### src/rtl/dht11_pkg.sv
// Shared definitions for the DHT11 frame processor.
// Holds the frame-processing FSM encoding, the byte-field positions inside
// the 40-bit controller frame, the double-dabble sizing constants, and a
// helper that computes the DHT11 modulo-256 checksum of a frame.
package dht11_pkg;

    // FSM state encoding
    localparam logic [2:0] ST_IDLE    = 3'd0;
    localparam logic [2:0] ST_CHECK   = 3'd1;
    localparam logic [2:0] ST_CONV    = 3'd2;
    localparam logic [2:0] ST_PUBLISH = 3'd3;
    localparam logic [2:0] ST_REJECT  = 3'd4;

    // Frame byte fields (LSB position of each byte)
    localparam int FRAME_W      = 40;
    localparam int HUM_INT_LSB  = 32;
    localparam int HUM_DEC_LSB  = 24;
    localparam int TEMP_INT_LSB = 16;
    localparam int TEMP_DEC_LSB = 8;
    localparam int CSUM_LSB     = 0;

    // Double-dabble sizing: 8 input bits, 3 BCD digits, 20-bit shift register
    localparam int BCD_ITER = 8;
    localparam int BCD_W    = 12;
    localparam int SHIFT_W  = BCD_W + BCD_ITER;

    // Sum of the four data bytes, truncated to 8 bits
    function automatic logic [7:0] frame_sum(input logic [FRAME_W-1:0] f);
        logic [7:0] s;
        s = f[HUM_INT_LSB +: 8] + f[HUM_DEC_LSB +: 8]
          + f[TEMP_INT_LSB +: 8] + f[TEMP_DEC_LSB +: 8];
        return s;
    endfunction

endpackage

### src/rtl/dht11_frame_processor_bcd.sv
// bin8_to_bcd_seq: one sequential 8-bit binary to 3-digit BCD converter
// (double-dabble). The caller pulses load once, then asserts step for
// BCD_ITER cycles; bcd then holds hundreds/tens/ones.
// Ports:
//   clk, rst  - clock, asynchronous active-low reset
//   load      - load {12'h000, bin} into the shift register
//   step      - one add-3-then-shift iteration
//   bin       - 8-bit binary input
//   bcd       - 12-bit BCD result (upper bits of the shift register)
module bin8_to_bcd_seq
    import dht11_pkg::*;
(
    input  logic              clk,
    input  logic              rst,
    input  logic              load,
    input  logic              step,
    input  logic [7:0]        bin,
    output logic [BCD_W-1:0]  bcd
);

    logic [SHIFT_W-1:0] shift_reg;
    logic [SHIFT_W-1:0] adj;

    // Binary part passes through unchanged; each BCD nibble >= 5 gets +3
    assign adj[BCD_ITER-1:0] = shift_reg[BCD_ITER-1:0];

    genvar gi;
    generate
        for (gi = 0; gi < BCD_W / 4; gi++) begin : g_digit
            logic [3:0] nib;
            assign nib = shift_reg[BCD_ITER + 4*gi +: 4];
            assign adj[BCD_ITER + 4*gi +: 4] = (nib >= 4'd5) ? nib + 4'd3 : nib;
        end
    endgenerate

    always_ff @(posedge clk or negedge rst) begin
        if (!rst) begin
            shift_reg <= '0;
        end else if (load) begin
            shift_reg <= {{BCD_W{1'b0}}, bin};
        end else if (step) begin
            shift_reg <= {adj[SHIFT_W-2:0], 1'b0};
        end
    end

    assign bcd = shift_reg[SHIFT_W-1:BCD_ITER];

endmodule

### src/rtl/dht11_frame_processor.sv
// dht11_frame_processor: captures 40-bit DHT11 frames on the rising edge of
// the controller's done, validates the checksum (optionally gated by the
// controller's valid), converts the integer humidity/temperature bytes to
// BCD and publishes them with a one-cycle strobe. Saturating counters track
// good, rejected and dropped (arrived while busy) frames.
// Ports:
//   clk, rst             - clock, asynchronous active-low reset
//   dht_data_out, valid  - controller frame and its valid flag
//   done                 - controller frame-complete (rising edge used)
//   hum_bcd, temp_bcd    - published BCD integer parts
//   hum_dec, temp_dec    - published raw decimal bytes
//   out_valid            - one-cycle strobe on publish
//   frame_err            - one-cycle strobe on reject
//   busy                 - high whenever the FSM is not idle
//   ok_cnt, err_cnt, drop_cnt - saturating statistics
module dht11_frame_processor
    import dht11_pkg::*;
#(
    parameter int CNT_W          = 8,
    parameter bit USE_CTRL_VALID = 1'b1
) (
    input  logic              clk,
    input  logic              rst,
    input  logic [39:0]       dht_data_out,
    input  logic              valid,
    input  logic              done,
    output logic [11:0]       hum_bcd,
    output logic [11:0]       temp_bcd,
    output logic [7:0]        hum_dec,
    output logic [7:0]        temp_dec,
    output logic              out_valid,
    output logic              frame_err,
    output logic              busy,
    output logic [CNT_W-1:0]  ok_cnt,
    output logic [CNT_W-1:0]  err_cnt,
    output logic [CNT_W-1:0]  drop_cnt
);

    localparam logic [CNT_W-1:0] CNT_MAX   = '1;
    localparam logic [3:0]       ITER_LAST = 4'(BCD_ITER - 1);

    logic              done_q_reg;
    logic              done_rise;
    logic [2:0]        state_reg;
    logic [2:0]        state_next;
    logic [39:0]       frame_reg;
    logic              valid_reg;
    logic [3:0]        iter_reg;
    logic              frame_good;
    logic              bcd_load;
    logic              bcd_step;
    logic [BCD_W-1:0]  hum_conv;
    logic [BCD_W-1:0]  temp_conv;

    assign done_rise = done & ~done_q_reg;

    assign frame_good = (frame_sum(frame_reg) == frame_reg[CSUM_LSB +: 8])
                     && (valid_reg || !USE_CTRL_VALID);

    assign bcd_load = (state_reg == ST_CHECK) && frame_good;
    assign bcd_step = (state_reg == ST_CONV);
    assign busy     = (state_reg != ST_IDLE);

    bin8_to_bcd_seq u_hum_bcd (
        .clk  (clk),
        .rst  (rst),
        .load (bcd_load),
        .step (bcd_step),
        .bin  (frame_reg[HUM_INT_LSB +: 8]),
        .bcd  (hum_conv)
    );

    bin8_to_bcd_seq u_temp_bcd (
        .clk  (clk),
        .rst  (rst),
        .load (bcd_load),
        .step (bcd_step),
        .bin  (frame_reg[TEMP_INT_LSB +: 8]),
        .bcd  (temp_conv)
    );

    always_comb begin
        state_next = state_reg;
        case (state_reg)
            ST_IDLE:    if (done_rise) state_next = ST_CHECK;
            ST_CHECK:   state_next = frame_good ? ST_CONV : ST_REJECT;
            ST_CONV:    if (iter_reg == ITER_LAST) state_next = ST_PUBLISH;
            ST_PUBLISH: state_next = ST_IDLE;
            ST_REJECT:  state_next = ST_IDLE;
            default:    state_next = ST_IDLE;
        endcase
    end

    always_ff @(posedge clk or negedge rst) begin
        if (!rst) begin
            done_q_reg <= 1'b0;
            state_reg  <= ST_IDLE;
            frame_reg  <= '0;
            valid_reg  <= 1'b0;
            iter_reg   <= '0;
            hum_bcd    <= '0;
            temp_bcd   <= '0;
            hum_dec    <= '0;
            temp_dec   <= '0;
            out_valid  <= 1'b0;
            frame_err  <= 1'b0;
            ok_cnt     <= '0;
            err_cnt    <= '0;
            drop_cnt   <= '0;
        end else begin
            done_q_reg <= done;
            state_reg  <= state_next;
            out_valid  <= 1'b0;
            frame_err  <= 1'b0;

            if (done_rise) begin
                if (state_reg == ST_IDLE) begin
                    frame_reg <= dht_data_out;
                    valid_reg <= valid;
                end else if (drop_cnt != CNT_MAX) begin
                    // Frame arrived while busy: counted, not captured
                    drop_cnt <= drop_cnt + 1'b1;
                end
            end

            case (state_reg)
                ST_CHECK: iter_reg <= '0;
                ST_CONV:  iter_reg <= iter_reg + 1'b1;
                ST_PUBLISH: begin
                    hum_bcd   <= hum_conv;
                    temp_bcd  <= temp_conv;
                    hum_dec   <= frame_reg[HUM_DEC_LSB +: 8];
                    temp_dec  <= frame_reg[TEMP_DEC_LSB +: 8];
                    out_valid <= 1'b1;
                    if (ok_cnt != CNT_MAX) ok_cnt <= ok_cnt + 1'b1;
                end
                ST_REJECT: begin
                    frame_err <= 1'b1;
                    if (err_cnt != CNT_MAX) err_cnt <= err_cnt + 1'b1;
                end
                default: ;
            endcase
        end
    end

endmodule

### config.mk
export PLATFORM = sky130hd
export DESIGN_NAME = dht11_frame_processor
export DESIGN_NICKNAME = d
export VERILOG_FILES = /design/src/rtl/dht11_pkg.sv /design/src/rtl/dht11_frame_processor_bcd.sv /design/src/rtl/dht11_frame_processor.sv
export SDC_FILE = /design/constraint.sdc
export NUM_CORES = 1
export LEC_CHECK = 0
export BUFFER_PORTS_ARGS = -buffer_cell sky130_fd_sc_hd__buf_2
export CAP_MARGIN = 20
export CELL_PAD_IN_SITES_DETAIL_PLACEMENT = 1
export CELL_PAD_IN_SITES_GLOBAL_PLACEMENT = 1
export CORE_ASPECT_RATIO = 1.2
export CORE_UTILIZATION = 49
export CTS_CLUSTER_SIZE = 25
export DETAILED_ROUTE_END_ITERATION = 16
export PLACE_DENSITY_LB_ADDON = 0.1
export SLEW_MARGIN = 20
export SYNTH_ARGS = -nofsm -noshare
export SYNTH_HDL_FRONTEND = slang
export SYNTH_SLANG_ARGS = --single-unit
export TNS_END_PERCENT = 30
### constraint.sdc
create_clock -name clk -period 9 [get_ports clk]
set_input_delay 1.8 -clock clk [delete_from_list [all_inputs] [get_ports clk]]
set_output_delay 1.8 -clock clk [all_outputs]
set_load 0.02 [all_outputs]
# == Yosys cells after proc, flatten, opt, wreduce, memory -nomap -nowiden ==
# Index checks and enable logic that the tools add are counted.
# word_totals
register_bits,155
# classes
n_bitwise,3
addsub,13
n_eq_ne,11
magnitude_cmp,6
mux,17
reduce_logical,11
# ops
operator,n
two-way mux 20 bit,4
adder 8 x 1 -> 8 bit (second input constant),3
adder 8 bit,3
greater-or-equal comparator 4 x 3 -> 1 bit (second input constant),6
inequality test 8 bit (second input constant),3
adder 4 x 2 -> 4 bit (second input constant),4
two-way mux 4 bit,4
two-way mux 3 bit,5
case mux 3 bit (3 select lines),1
== test 8 bit,1
case mux 4 bit (2 select lines),1
AND reduction 2 bit,4
adder 3 x 2 -> 3 bit (second input constant),2
== test 3 x 2 -> 1 bit (second input constant),2
adder 4 x 1 -> 4 bit (second input constant),1
== test 4 x 3 -> 1 bit (second input constant),1
nonzero test 2 bit,2
== test 3 x 1 -> 1 bit (second input constant),1
== test 3 bit (second input constant),1
zero test 3 bit,1
AND reduction 3 bit,1
nonzero test 3 bit,1
logical AND 1 bit,2
two-way mux 1 bit,2
4 further kinds,5

# == Depth between registers and ports, before layout ==
# depth
word_depth,7
depth_mapped,14
ltp_nobuf,12

# == Cells and area by module ==
# From an unflattened synthesis, not the netlist that was laid out.
# unflattened
cells_unflattened,669
hier_area_um2,7601.0
# by_module_without_submodules
mod,area_per_inst_um2,cells_each,n_inst,seq_area_each_um2
dht11_frame_processor,5328.9,441,1,2877.8
bin8_to_bcd_seq,1136.1,114,2,500.5

# == Worst setup path before layout ==
# OpenSTA, ideal clock, no wires.
# synth_timing
path_kind,reg2reg
startpoint,reg frame_reg[9]
endpoint,reg u_hum_bcd.shift_reg[5]
synth_period_minus_slack_ns,3.831
required_time_ns,8.875
setup_slack_ns,5.169
setup_ns,0.125
path_buffers,1
path_stages_with_launch,13
t_arrival_ns,3.707
cell_sequence,dfrtp_1 -> fa_1 -> inv_1 -> fa_1 -> inv_1 -> ha_1 -> fa_1 -> xnor2_1 -> nand4_1 -> or4_4 -> nor4_4 -> buf_6 -> mux2_2
# synth_via
elab_chain_len,5
elab_cells_between_ends,6
cone_classes,1 x add/sub; 1 x eq/ne; 1 x mux; 3 x reduce/logical
# synth_rtl
item,line_no,source
from (decl),dht11_frame_processor.sv:46,logic [39:0] frame_reg;
from (signal assigned),dht11_frame_processor.sv:118,frame_reg <= dht_data_out;
adder 8 bit *,dht11_pkg.sv:31,+ f[TEMP_INT_LSB +: 8] + f[TEMP_DEC_LSB +: 8];
== test 8 bit *,dht11_frame_processor.sv:57,assign frame_good = (frame_sum(frame_reg) == frame_reg[CSUM_LSB +: 8])
logical AND 1 bit *,dht11_frame_processor.sv:58,&& (valid_reg || !USE_CTRL_VALID);
logical AND 1 bit *,dht11_frame_processor.sv:60,assign bcd_load = (state_reg == ST_CHECK) && frame_good;
two-way mux 20 bit / nonzero test 2 bit (equally long branches),--,
to (signal assigned),dht11_frame_processor_bcd.sv:40,"shift_reg <= {{BCD_W{1'b0}}, bin};"
to (signal assigned),dht11_frame_processor_bcd.sv:42,"shift_reg <= {adj[SHIFT_W-2:0], 1'b0};"
to (decl),dht11_frame_processor_bcd.sv:21,logic [SHIFT_W-1:0] shift_reg;
# Mark *: on every way between the ends. The rest lies on a longest branch, timed or not.
# A chain may end at the register's enable or synchronous reset.

# == Worst setup path in the final report ==
# layout_timing
startpoint,reg frame_reg[9]
endpoint,reg u_temp_bcd.shift_reg[3]
# layout_via
elab_chain_len,5
elab_cells_between_ends,6
cone_classes,1 x add/sub; 1 x eq/ne; 1 x mux; 3 x reduce/logical
# layout_rtl
item,line_no
adder 8 bit *,dht11_pkg.sv:31
== test 8 bit *,dht11_frame_processor.sv:57
logical AND 1 bit *,dht11_frame_processor.sv:58
logical AND 1 bit *,dht11_frame_processor.sv:60
two-way mux 20 bit / nonzero test 2 bit (equally long branches),--
to (signal assigned),dht11_frame_processor_bcd.sv:40
to (signal assigned),dht11_frame_processor_bcd.sv:42
to (decl),dht11_frame_processor_bcd.sv:21
# Marks and branches as above.

==> impl_metrics.py <==
metrics = {
    "floorplan": {
        "rows": 48,
        "core_um2": 14400,
        "start_util_pct": 50.2,
        "dieArea_um2": 15200,
        "ios": 111,
        "die_w_um": 113,
        "die_h_um": 135,
    },
    "setup_path": {
        "worst-setup-path-type": "reg2reg",
        "cp_slowest_cell": "or4_4",
        "path_max_fanout": 41,
        "required_ns": 9.30,
        "endpoint_kind": "flop",
        "path_buf_inv": 3,
        "crit_family": "adder cells",
        "cpMostUsedCell": "fa_1",
        "cp_cell_sequence": "fa_1 > inv_1 > fa_1 > inv_1 > ha_1 > fa_1 > xnor2_1 > nand4_1 > or4_4 > nor4_4 > buf_4 > mux2_2",
        "arrival_ns": 4.53,
        "slowest_delay_ns": 0.57,
        "start_kind": "flop",
    },
    "drt": {
        "drc": 0,
        "wl_um": 16000,
        "num_vias": 4997,
        "ant_nets": 0,
        "first_pass_iters": 4,
        "vias_per_cell": 5.33,
        "drtIter0Drc": 154,
        "wire_per_inst_um": 17.1,
    },
    "clock_tree": {
        "cts_sinks": 155,
        "clkTransAtPathRegs_ns": 0.06,
        "numCtsBuffers": 17,
        "cts.path.max_buffers": 2,
        "ctsResizeCount": 0,
        "cts_tree": "built",
        "cts_htree_levels": 4,
        "cts_setup_buffers": 0,
        "cts_hold_buf": 0,
        "insertion_delay_ns": 0.42,
        "root_buffer": "clkbuf_16",
    },
    "sta": {
        "fin_skew_ns": 0.00569,
        "min_period_ns": 4.23,
        "slew_headroom_pct": 33.5,
        "hold_viol_final": 0,
        "period_share_pct": 47.0,
        "hold_ws_ns": 0.473,
        "rsz0062_at_grt": "false",
        "fmax_ghz": 0.237,
        "setup_slack_ns": 4.77,
        "setup_tns_ns": 0,
        "slew_violations": 0,
        "worst_slew_pin_slew_ns": 0.983,
        "setup-violations-final": 0,
    },
    "pwr": {
        "vdd_drop_max_v": 0.000186,
        "power.leakage_nw": 4.29,
        "p_per_area_nw_per_um2": 307,
    },
    "placement": {
        "place.gp.congestion": 0.808,
        "port_buffers": 110,
        "place.detailed.hpwl_um": 11100,
        "dp_cells": 906,
        "place_area_um2": 7940,
        "pre_cts_slack_ns": 4.80,
    },
    "cells_and_area": {
        "fin_nets": 831,
        "instances_no_fill": 937,
        "fin_area_um2": 8530,
        "final_cell_mix": "dfrtp_1 (155), nand2_1 (110), buf_2 (109)",
        "antenna_cells": 0,
        "largest_reg_flops": 40,
        "final_common_cell": "dfrtp_1",
        "syn2layout_area_growth_pct": 18.0,
        "drive_gt1_share_pct": 28.5,
    },
    "outcome": {
        "status": "finished clean",
    },
    "logic_synthesis": {
        "synthDistinctLibCells": 36,
        "syn_area_per_cell_um2": 11.3,
        "yosysWarnings": 0,
        "ys_top_cells_by_area": "dfrtp_1 (54%), mux2_2 (11%), nand2_1 (5.7%)",
        "synth.top_cell.area_share_pct": 53.6,
        "syn_nets": 721,
        "ys_seq_area_share_pct": 53.6,
        "post_synth_inst_count": 640,
        "syn_area_um2": 7230,
        "synth_seq_cells": 155,
        "synth_top_area_cell": "dfrtp_1",
    },
    "global_route": {
        "grt_pass1_vias": 5475,
        "grt_pass1_wl_um": 27100,
        "track_usage_pct": 23.0,
        "antenna_found_initial": 0,
        "overflow": 0,
        "grt_max_degree": 82,
    },
    "worst_hold_path": {
        "min_path_type": "reg2reg",
    },
    "flow_run": {
        "cap_violations": 0,
    },
}
-- through the flow --
step	power, W	utilization, %
finish	0.00262	59.2
global route	0.00277	59.2
CTS	0.00265	59.2
detailed placement	0.00191	55.1
global placement	0.00185	55.1
floorplan	0.00162	-
-- where the power goes --
part | switching [W] | internal [W] | total, W | leakage, nW
clock | 0.000269 | 0.000448 | 0.000718 | 0.280
combinational | 0.000534 | 0.000437 | 0.000971 | 1.96
sequential | 0.000111 | 0.000818 | 0.000929 | 2.05
-- cells by family after synthesis --
kind of cell / Yosys count / synth area share, %
AND/OR/NAND/NOR: 194 / 11.9
flip-flops: 155 / 53.6
multiplexers: 81 / 12.4
AO/OA/AOI/OAI: 72 / 5.33
buffers and inverters: 52 / 2.96
XOR/XNOR: 49 / 5.94
adder cells (fa/ha/maj): 37 / 7.86
-- area by class of cell --
type	count	area, µm²
clock buffer	24	472
clock inverter	7	115
fill	1563	5880
inverter	28	105
multi-input combinational	433	3140
sequential	155	3880
tap	175	219
timing repair buffer	115	598
-- cell usage after synthesis --
| cell | count |
|---|---|
| inv_1 | 28 |
| a211oi_1 | 1 |
| o211ai_1 | 2 |
| nor2_1 | 37 |
| o31a_1 | 1 |
| nor4_4 | 1 |
| a21oi_2 | 1 |
| nor3_1 | 7 |
| a21o_1 | 1 |
| nor3b_1 | 2 |
| dfrtp_1 | 155 |
| or4_4 | 1 |
| a31oi_1 | 1 |
| nor4b_1 | 1 |
| o21bai_1 | 1 |
| nand4_1 | 9 |
| and2_1 | 1 |
| mux2_2 | 69 |
| or2_2 | 1 |
| a22o_1 | 1 |
| xor2_1 | 14 |
| nand2b_1 | 7 |
| buf_4 | 3 |
| mux2i_1 | 12 |
| buf_6 | 1 |
| o21ai_0 | 37 |
| nand2_1 | 110 |
| a21oi_1 | 26 |
| nand3b_1 | 2 |
| clkbuf_1 | 20 |
| or3b_2 | 2 |
| and3_1 | 4 |
| fa_1 | 14 |
| nand3_1 | 9 |
| ha_1 | 23 |
| xnor2_1 | 35 |
-- per-layer routing --
layer | share of wire, % | global-route usage [%] | up-vias
met5 | 0 | 0 | -
met2 | 53 | 41.0 | 83
met4 | 1.6 | 8.55 | 0
li1 | - | - | 2352
met1 | 42 | 27.7 | 2544
met3 | 2.8 | 4.22 | 18
-- final timing paths --
| check | startpoint | end | depth (start not counted) | slack [ns] |
|---|---|---|---|---|
| max | frame_reg[9] | u_temp_bcd.shift_reg[3] | 12 | 4.77 |
| min | hum_dec[5] | hum_dec[5] | 2 | 0.47 |
| max reg2reg | frame_reg[9] | u_temp_bcd.shift_reg[3] | 12 | 4.77 |
| min reg2reg | hum_dec[5] | hum_dec[5] | 2 | 0.47 |
| max in group asynchronous | rst | frame_reg[21] | 2 | 6.46 |
| min in group asynchronous | rst | err_cnt[5] | 1 | 1.38 |
-- tightest hold or removal path, delay by kind of cell, from the launching register on --
kind             cells  cell delay [ns]
flip-flops           1             0.34
AND/OR/NAND/NOR      2             0.10
Note: power is estimated with default switching activity, not from simulation.
